<file path="config.mk">
export PLATFORM = sky130hd
export DESIGN_NAME = zoom_replicacao
export DESIGN_NICKNAME = d
export VERILOG_FILES = /design/src/rtl/zoom_pkg.sv /design/src/rtl/zoom_contador_coord.sv /design/src/rtl/zoom_replicacao.sv
export SDC_FILE = /design/constraint.sdc
export NUM_CORES = 1
export LEC_CHECK = 0
export CORE_AREA = 8 8 71 118
export DETAILED_ROUTE_END_ITERATION = 12
export DIE_AREA = 0 0 79 126
export PLACE_DENSITY = 0.85
export SYNTH_ARGS = -nofsm -noshare
export SYNTH_HDL_FRONTEND = slang
export SYNTH_SLANG_ARGS = --single-unit
</file>
<file path="constraint.sdc">
create_clock -name clock -period 6.65 [get_ports clock]
set_clock_uncertainty 0.1 [all_clocks]
set_input_delay 1.33 -clock clock [delete_from_list [all_inputs] [get_ports clock]]
set_output_delay 1.33 -clock clock [all_outputs]
set_load 0.01 [all_outputs]
</file>
<file path="src/rtl/zoom_pkg.sv">
// Shared definitions for the pixel-replication zoom engine.
package zoom_pkg;

    // Controller states
    typedef enum logic [2:0] {
        OCIOSO   = 3'd0,
        LER      = 3'd1,
        ESPERA   = 3'd2,
        ESCREVER = 3'd3,
        FIM      = 3'd4
    } estado_t;

    // Bits needed to hold the values 0..n-1 (never less than one bit)
    function automatic int largura(input int n);
        return (n <= 2) ? 1 : $clog2(n);
    endfunction

endpackage

</file>
<file path="src/rtl/zoom_contador_coord.sv">
// Nested rep/sx/dy counters walking the destination frame in raster order.
// rep counts the copies of one source pixel, sx the source column, dy the
// destination row. Everything advances only on an accepted destination write.
module zoom_contador_coord
    import zoom_pkg::*;
#(
    parameter int SRC_W         = 160,
    parameter int SRC_H         = 120,
    parameter int MAX_ZOOM_LOG2 = 2,
    parameter int KW            = 2,
    parameter int RW            = 2,
    parameter int XW            = 8,
    parameter int YW            = 9
) (
    input  logic          clock,
    input  logic          reset_n,
    input  logic          limpar,
    input  logic          habilita,
    input  logic [KW-1:0] k,
    output logic [RW-1:0] rep,
    output logic [XW-1:0] sx,
    output logic [YW-1:0] dy,
    output logic          rep_ult,
    output logic          sx_ult,
    output logic          dy_ult
);

    logic [31:0] f_menos1;
    logic [31:0] dy_max;

    // Wrap points depend on the zoom factor latched for this frame
    always_comb begin
        f_menos1 = (32'd1 << k) - 32'd1;
        dy_max   = (32'(SRC_H) << k) - 32'd1;
        rep_ult  = (32'(rep) == f_menos1);
        sx_ult   = (32'(sx) == 32'(SRC_W - 1));
        dy_ult   = (32'(dy) == dy_max);
    end

    // rep is innermost, then sx, then dy; the last dy is held until the next clear
    always_ff @(posedge clock or negedge reset_n) begin
        if (!reset_n) begin
            rep <= '0;
            sx  <= '0;
            dy  <= '0;
        end else if (limpar) begin
            rep <= '0;
            sx  <= '0;
            dy  <= '0;
        end else if (habilita) begin
            if (rep_ult) begin
                rep <= '0;
                if (sx_ult) begin
                    sx <= '0;
                    if (!dy_ult) dy <= dy + YW'(1);
                end else begin
                    sx <= sx + XW'(1);
                end
            end else begin
                rep <= rep + RW'(1);
            end
        end
    end

endmodule

</file>
<file path="src/rtl/zoom_replicacao.sv">
// Nearest-neighbour zoom: reads a SRC_W x SRC_H image, writes it scaled by
// 2^k into a destination RAM with a fixed row stride. Each destination row
// re-reads its source row, so only one pixel register is needed.
// Handshake: a destination write completes on a cycle where dst_wren and
// dst_pronto are both high; while dst_pronto is low, address/data/wren hold.
module zoom_replicacao
    import zoom_pkg::*;
#(
    parameter int PIXEL_W       = 8,
    parameter int SRC_W         = 160,
    parameter int SRC_H         = 120,
    parameter int MAX_ZOOM_LOG2 = 2,
    localparam int DST_STRIDE   = SRC_W << MAX_ZOOM_LOG2,
    localparam int SRC_AW       = $clog2(SRC_W * SRC_H),
    localparam int DST_AW       = $clog2(DST_STRIDE * (SRC_H << MAX_ZOOM_LOG2))
) (
    input  logic               clock,
    input  logic               reset_n,
    input  logic               iniciar,
    input  logic [1:0]         fator_log2,
    output logic [SRC_AW-1:0]  src_addr,
    output logic               src_rden,
    input  logic [PIXEL_W-1:0] src_q,
    output logic [DST_AW-1:0]  dst_addr,
    output logic [PIXEL_W-1:0] dst_data,
    output logic               dst_wren,
    input  logic               dst_pronto,
    output logic               ocupado,
    output logic               concluido,
    output estado_t            estado_dbg
);

    localparam int KW = largura(MAX_ZOOM_LOG2 + 1);
    localparam int RW = (MAX_ZOOM_LOG2 < 1) ? 1 : MAX_ZOOM_LOG2;
    localparam int XW = largura(SRC_W);
    localparam int YW = largura(SRC_H << MAX_ZOOM_LOG2);

    estado_t           estado, estado_prox;
    logic [KW-1:0]     k;
    logic [KW-1:0]     k_pedido;
    logic [PIXEL_W-1:0] pixel;
    logic [RW-1:0]     rep;
    logic [XW-1:0]     sx;
    logic [YW-1:0]     dy;
    logic              rep_ult, sx_ult, dy_ult;
    logic              aceita, habilita;

    assign aceita   = (estado == OCIOSO) && iniciar;
    assign habilita = (estado == ESCREVER) && dst_pronto;
    assign k_pedido = (32'(fator_log2) > 32'(MAX_ZOOM_LOG2)) ? KW'(MAX_ZOOM_LOG2)
                                                             : KW'(fator_log2);
    assign estado_dbg = estado;

    zoom_contador_coord #(
        .SRC_W(SRC_W), .SRC_H(SRC_H), .MAX_ZOOM_LOG2(MAX_ZOOM_LOG2),
        .KW(KW), .RW(RW), .XW(XW), .YW(YW)
    ) u_coord (
        .clock(clock), .reset_n(reset_n), .limpar(aceita), .habilita(habilita),
        .k(k), .rep(rep), .sx(sx), .dy(dy),
        .rep_ult(rep_ult), .sx_ult(sx_ult), .dy_ult(dy_ult)
    );

    // State register, latched zoom factor, pixel register and busy flag
    always_ff @(posedge clock or negedge reset_n) begin
        if (!reset_n) begin
            estado  <= OCIOSO;
            k       <= '0;
            pixel   <= '0;
            ocupado <= 1'b0;
        end else begin
            estado  <= estado_prox;
            ocupado <= (estado_prox == LER) || (estado_prox == ESPERA) ||
                       (estado_prox == ESCREVER);
            if (aceita) k <= k_pedido;
            if (estado == ESPERA) pixel <= src_q;
        end
    end

    // Next state and per-state outputs; addresses are forced to 0 outside their state
    always_comb begin
        estado_prox = estado;
        src_rden    = 1'b0;
        src_addr    = '0;
        dst_wren    = 1'b0;
        dst_addr    = '0;
        dst_data    = '0;
        concluido   = 1'b0;
        case (estado)
            OCIOSO: begin
                if (iniciar) estado_prox = LER;
            end
            LER: begin
                src_rden    = 1'b1;
                src_addr    = SRC_AW'(dy >> k) * SRC_AW'(SRC_W) + SRC_AW'(sx);
                estado_prox = ESPERA;
            end
            ESPERA: begin
                estado_prox = ESCREVER;
            end
            ESCREVER: begin
                dst_wren = 1'b1;
                dst_data = pixel;
                dst_addr = DST_AW'(dy) * DST_AW'(DST_STRIDE) + (DST_AW'(sx) << k) + DST_AW'(rep);
                if (dst_pronto && rep_ult)
                    estado_prox = (sx_ult && dy_ult) ? FIM : LER;
            end
            FIM: begin
                concluido   = 1'b1;
                estado_prox = OCIOSO;
            end
            default: estado_prox = OCIOSO;
        endcase
    end

endmodule

</file>
### Word level (Yosys, flattened, before mapping)

Index checks and enable logic that the tools add are counted.

| word-level totals | value |
|---|---|
| flip-flop bits (word level) | 33 |
| bits in writable memories | 0 |
| latch bits | 0 |
| memory bits (read-only) | 0 |
| output and inout bits | 49 |
| memories | 0 |
| logic and storage cells | 68 |
| input port bits | 14 |

| operators by class | value |
|---|---|
| reduce and logical (&&, ||, !) cells | 12 |
| bitwise gates (word level) | 0 |
| shifts and indexed selects | 4 |
| divide/modulo/power cells | 0 |
| muxes and demuxes | 23 |
| $lt $le $gt $ge | 1 |
| $mul | 2 |
| equal/unequal tests | 11 |
| add/sub/neg operators | 8 |

Operator list:

| kind | count |
|---|---|
| 32-bit by 1-bit subtractor with 32-bit output (second input constant) | 2 |
| 9-bit two-way mux | 5 |
| 8-bit two-way mux | 5 |
| 2-bit by 32-bit equality test with 1-bit output | 1 |
| 9-bit by 32-bit equality test with 1-bit output | 1 |
| 1-bit by 2-bit left shift with 32-bit output (first input constant) | 1 |
| 7-bit by 2-bit left shift with 32-bit output (first input constant) | 1 |
| 19-bit adder | 1 |
| 19-bit by 2-bit adder with 19-bit output | 1 |
| 19-bit two-way mux | 1 |
| 8-bit by 2-bit left shift with 19-bit output | 1 |
| 15-bit by 8-bit adder with 15-bit output | 1 |
| 15-bit by 3-bit multiplier with 10-bit output (second input constant) | 1 |
| 15-bit two-way mux | 1 |
| 9-bit by 2-bit right shift with 15-bit output | 1 |
| 3-bit by 2-bit equality test with 1-bit output (second input constant) | 4 |
| 9-bit by 3-bit multiplier with 12-bit output (second input constant) | 1 |
| 3-bit one-hot mux with 4 select lines | 1 |
| 9-bit by 1-bit adder with 9-bit output (second input constant) | 1 |
| 3-bit two-way mux | 3 |
| 8-bit by 1-bit adder with 8-bit output (second input constant) | 1 |
| 8-bit equality test (second input constant) | 1 |
| 2-bit two-way mux | 4 |
| 3-bit by 1-bit equality test with 1-bit output (second input constant) | 2 |
| other kinds (11) | 19 |

### Longest topological paths before layout

| depth | value |
|---|---|
| word-level depth | 10 |
| mapped depth | 15 |
| gate-level depth less buffers | 12 |

### Modules after synthesis

A second synthesis with hierarchy kept.

| second synthesis, totals | value |
|---|---|
| cell total of the unflattened synthesis | 441 |
| area total of the unflattened synthesis | 3759.9 sq um |

By module, submodules not included:

| module | area an instance (sq um) | instances | sequential area each (sq um) | cells an instance |
|---|---|---|---|---|
| zoom_replicacao | 2585.0 | 1 | 350.3 | 309 |
| zoom_contador_coord | 1174.9 | 1 | 475.5 | 132 |

### Worst setup path after synthesis

Ideal clock, no wire load.

| timing path | value |
|---|---|
| path kind | register to output |
| start | reg k[1] |
| end | out src_addr[14] |
| required time | 5220 ps |
| cell stages (with the launch flop) | 13 |
| arrival | 3662 ps |
| path buffers | 3 |
| slack | 1558 ps |
| path through | dfrtp_1 buf_2 buf_1 clkbuf_1 mux4_2 ha_1 ha_1 o21ai_0 or4b_2 o2111ai_1 nand4_1 nand3_1 nor3b_1 |

| on the way | value |
|---|---|
| word-level cells in the longest chain between the ends | 4 |

RTL lines:

| what | line | source |
|---|---|---|
| start, declared | zoom_replicacao.sv:39 | `logic [KW-1:0] k;` |
| start signal, assigned | zoom_replicacao.sv:74 | `if (aceita) k <= k_pedido;` |
| 9-bit by 2-bit right shift with 15-bit output | zoom_replicacao.sv:94 | `src_addr = SRC_AW'(dy >> k) * SRC_AW'(SRC_W) + SRC_AW'(sx);` |
| 15-bit by 3-bit multiplier with 10-bit output | zoom_replicacao.sv:94 |  |
| 15-bit by 8-bit adder with 15-bit output | zoom_replicacao.sv:94 |  |
| 15-bit two-way mux | zoom_replicacao.sv:88 | `case (estado)` |
| end, declared | zoom_replicacao.sv:21 | `output logic [SRC_AW-1:0] src_addr,` |

No other way between the ends.

### Worst setup path in the final report

| timing path | value |
|---|---|
| start | reg k[0] |
| end | out src_addr[14] |

Same word-level chain as after synthesis.

==> out/metrics.csv <==
stage,metric,value,unit
drt,Detailed Routing Iterations Pass 1,5,
timing,min Tclk post-route,6.05,ns
cells_and_area,"commonest non-fill, non-tap cell in the layout",clkdlybuf4s50_1,
global_routing,vias in the first global route,3695,
min_path,Hold WC Path Type,flop to flop,
synth,Synth Area in Simple Gates,27.3,%
timing,Worst Max-Slew Pin Slew,1.13,ns
synth,cells after synthesis,465,
floorplanning,Initial Util,56.6,%
critical_path,CP Cell Sequence,nand2b_1 -> a21boi_0 -> o22ai_1 -> ha_1 -> ha_1 -> o21ai_0 -> or4b_2 -> o2111ai_1 -> nand4_1 -> nand3_1 -> nor3b_1 -> clkdlybuf4s50_1,
timing,Final WS setup,0.600,ns
pwr,Power Dens Cells,337,nW/µm²
timing,Rel. slew slack,24.5,%
floorplanning,die area,9950,µm²
cells_and_area,most frequent cells in the layout,"62 x clkdlybuf4s50_1, 58 x nor2_1, 38 x ha_1",
clocking,clock sinks,33,
timing,"Slew Viols, Final",0,
synth,Synth Flop Type,dfrtp_1,
synth,multiplexer share of the synthesized area,10.4,%
floorplanning,core area,6810,µm²
place,GPL Wtd Cong,0.899,
global_routing,largest net degree at the start of global routing,34,
clocking,CTS Hold Bufs,0,
timing,fin crit share,91.0,%
timing,Max Clock Freq,165,MHz
floorplanning,num ports,63,
run,Max-Cap Viols,0,
critical_path,crit path capture type,output pin,
critical_path,Worst Path Required,5.22,ns
drt,DR DRC count,0,
critical_path,crit-path max FO,33,
critical_path,CP top delay family,simple AND/OR/NAND/NOR gates,
synth,number of flops mapped to enable cells by yosys,0,
synth,Yosys Warn Count,0,
critical_path,crit-path most repeated cell,ha_1,
cells_and_area,nets@finish,576,
drt,Avg Vias per Cell,6.21,
critical_path,Worst R2R End,ocupado,
timing,setup_tns,0,ns
cells_and_area,fraction of layout cells with a size suffix above 1,7.49,%
drt,routed vias,3757,
drt,DR iter-0 viols,231,
timing,final setup vio count,0,
clocking,CTS Buf Count,5,
clocking,worst-skew pair later-pin latency,0.28,ns
pwr,P_leak,2.02,nW
drt,post-route ant nets,0,
clocking,Root Driver,clkbuf_16,
clocking,worst-case clock buffer depth,2,
place,Port Buffer Count,62,
timing,RSZ-0062 raised after global routing,no,
critical_path,CP max stage delay,1.09,ns
critical_path,Critical Path Sink,src_addr[14],
synth,largest family of logic cells by synthesized area,simple AND/OR/NAND/NOR gates,
pwr,Peak VDD IR,0.327,mV
synth,Yosys reg bits,33,
synth,Post-Synth Adder-Cell Area,14.4,%
status,status,"complete, no violations",
synth,Netlist cell types,65,
critical_path,worst reg-to-reg path cell count,6,
synth,sequential fraction of the synthesis area,21.4,%
drt,final WL,10.4,mm
critical_path,critical path class,flop to output pin,
floorplanning,row count,40,
clocking,post-CTS setup buffer count,0,
synth,Synth async-reset ratio,100,%
cells_and_area,ant diodes,0,
global_routing,Total Routing Usage GR,20.6,%
global_routing,number of antenna violations at the first check in global routing,0,
clocking,H-tree depth,2,
clocking,TritonCTS clock tree,yes,
critical_path,Reg2Reg Launch Point,k[0],
critical_path,"Data arrival, critical path",4.62,ns
synth,post-synthesis compound-gate area fraction,15.7,%
critical_path,startpoint types,flop,
global_routing,Overflow after GRT,0,
synth,Syn Std Cell Area,3850,µm²
critical_path,"setup slack, reg-to-reg",3.55,ns
drt,routed length per instance,17.3,µm
global_routing,first-pass GRT wire length,16.9,mm
synth,Synthesized Nets,521,
critical_path,Crit-path slowest cell,dfrtp_1,
floorplanning,DIE HEIGHT,126,µm
synth,post-synthesis xor/xnor area fraction,6.14,%
critical_path,Worst Setup SP,k[0],
clocking,Resized cells post-CTS,0,
floorplanning,Die Wd,79,µm
cells_and_area,Area Overhead vs Synth,21.4,%
critical_path,"Buf+Inv Stages, Crit Path",1,
critical_path,Worst path depth,12,
place,pre-CTS setup slack,0.903,ns
synth,syn_area_per_cell,8.28,µm²
place,detailed placer's ending HPWL,7.97,mm
timing,Final Hold Fails,0,
clocking,Worst-path clk slew,0.05,ns
## per-layer routing
metal  vias to the layer above  GRT usage, %  share of wire, %
met1                      1789          21.0                39
met4                         0          12.0               3.4
met5                         -             0                 0
met3                        24          3.49               4.5
li1                       1817             -                 -
met2                       127          37.3                53
## worst register-to-register path, cell delays in order, from the launching register on
cell and delay [ns]:
dfrtp_1 1.09, nand2_1 0.21, nor4_1 0.23, nor3_1 0.13, or4b_2 0.71, nor4_1 0.32, a221oi_1 0.16
## kinds of logic after synthesis
| logic type | Yosys count |
|---|---|
| flip-flops | 33 |
| XOR/XNOR | 27 |
| adder cells (fa/ha/maj) | 42 |
| multiplexers | 32 |
| AO/OA/AOI/OAI | 91 |
| buffers and inverters | 37 |
| AND/OR/NAND/NOR | 203 |
## how the worst min path moves through the flow
stage	start	endpoint	slack [ns]	cells past startpoint
4_1_cts	pixel[4]	pixel[4]	0.40	1
3_5_place_dp	pixel[1]	pixel[1]	0.39	1
6_report	pixel[4]	pixel[4]	0.40	1
3_3_place_gp	pixel[4]	pixel[4]	0.38	1
2_1_floorplan	pixel[0]	pixel[0]	0.37	1
5_1_grt	pixel[1]	pixel[1]	0.42	1
## cell type report
cell class / instances / area [µm²]
clock inverter: 3 / 46.3
fill: 572 / 2130
clock buffer: 5 / 125
timing repair buffer: 65 / 643
sequential: 33 / 826
multi-input combinational: 395 / 2860
inverter: 20 / 76.3
tap: 84 / 105
## through the flow
stage | utilization, % | area (µm²) | instances | hold slack [ns] | power (W)
2_1_floorplan | - | 3850 | 465 | 0.372 | 0.000940
3_3_place_gp | 66.2 | 4510 | 597 | 0.384 | 0.00128
3_5_place_dp | 66.2 | 4510 | 597 | 0.388 | 0.00131
4_1_cts | 68.7 | 4680 | 605 | 0.401 | 0.00158
5_1_grt | 68.7 | 4680 | 605 | 0.417 | 0.00168
6_report | 68.7 | 4680 | 605 | 0.396 | 0.00158
## flip-flops by register name (all words and copies together), names as in the netlist
| signal | flops |
|---|---|
| ocupado | 1 |
| u_coord.sx | 8 |
| u_coord.dy | 9 |
| estado_dbg | 3 |
| pixel | 8 |
| u_coord.rep | 2 |
| k | 2 |
## power breakdown
group          internal (W)  switching (W)  leakage [nW]
logic              0.000460       0.000491          1.52
clock network      0.000177      0.0000894        0.0800
registers          0.000257       0.000103         0.416
total              0.000894       0.000683          2.02
## cells in the mapped netlist, drive strengths merged (9+ instances only)
master | n | area, µm²
mux2 | 11 | 124
nand3 | 14 | 70.1
nor3 | 10 | 50.1
ha | 38 | 475
mux2i | 16 | 160
and2 | 20 | 125
xor2 | 11 | 96.3
clkbuf | 9 | 35.0
o21ai | 19 | 95.1
nand2 | 34 | 128
xnor2 | 16 | 140
a21oi | 24 | 120
nand2b | 9 | 56.3
or3 | 9 | 56.3
inv | 19 | 71.3
dfrtp | 33 | 826
nor2 | 58 | 218
No activity file was read; power rests on OpenSTA's default activity.
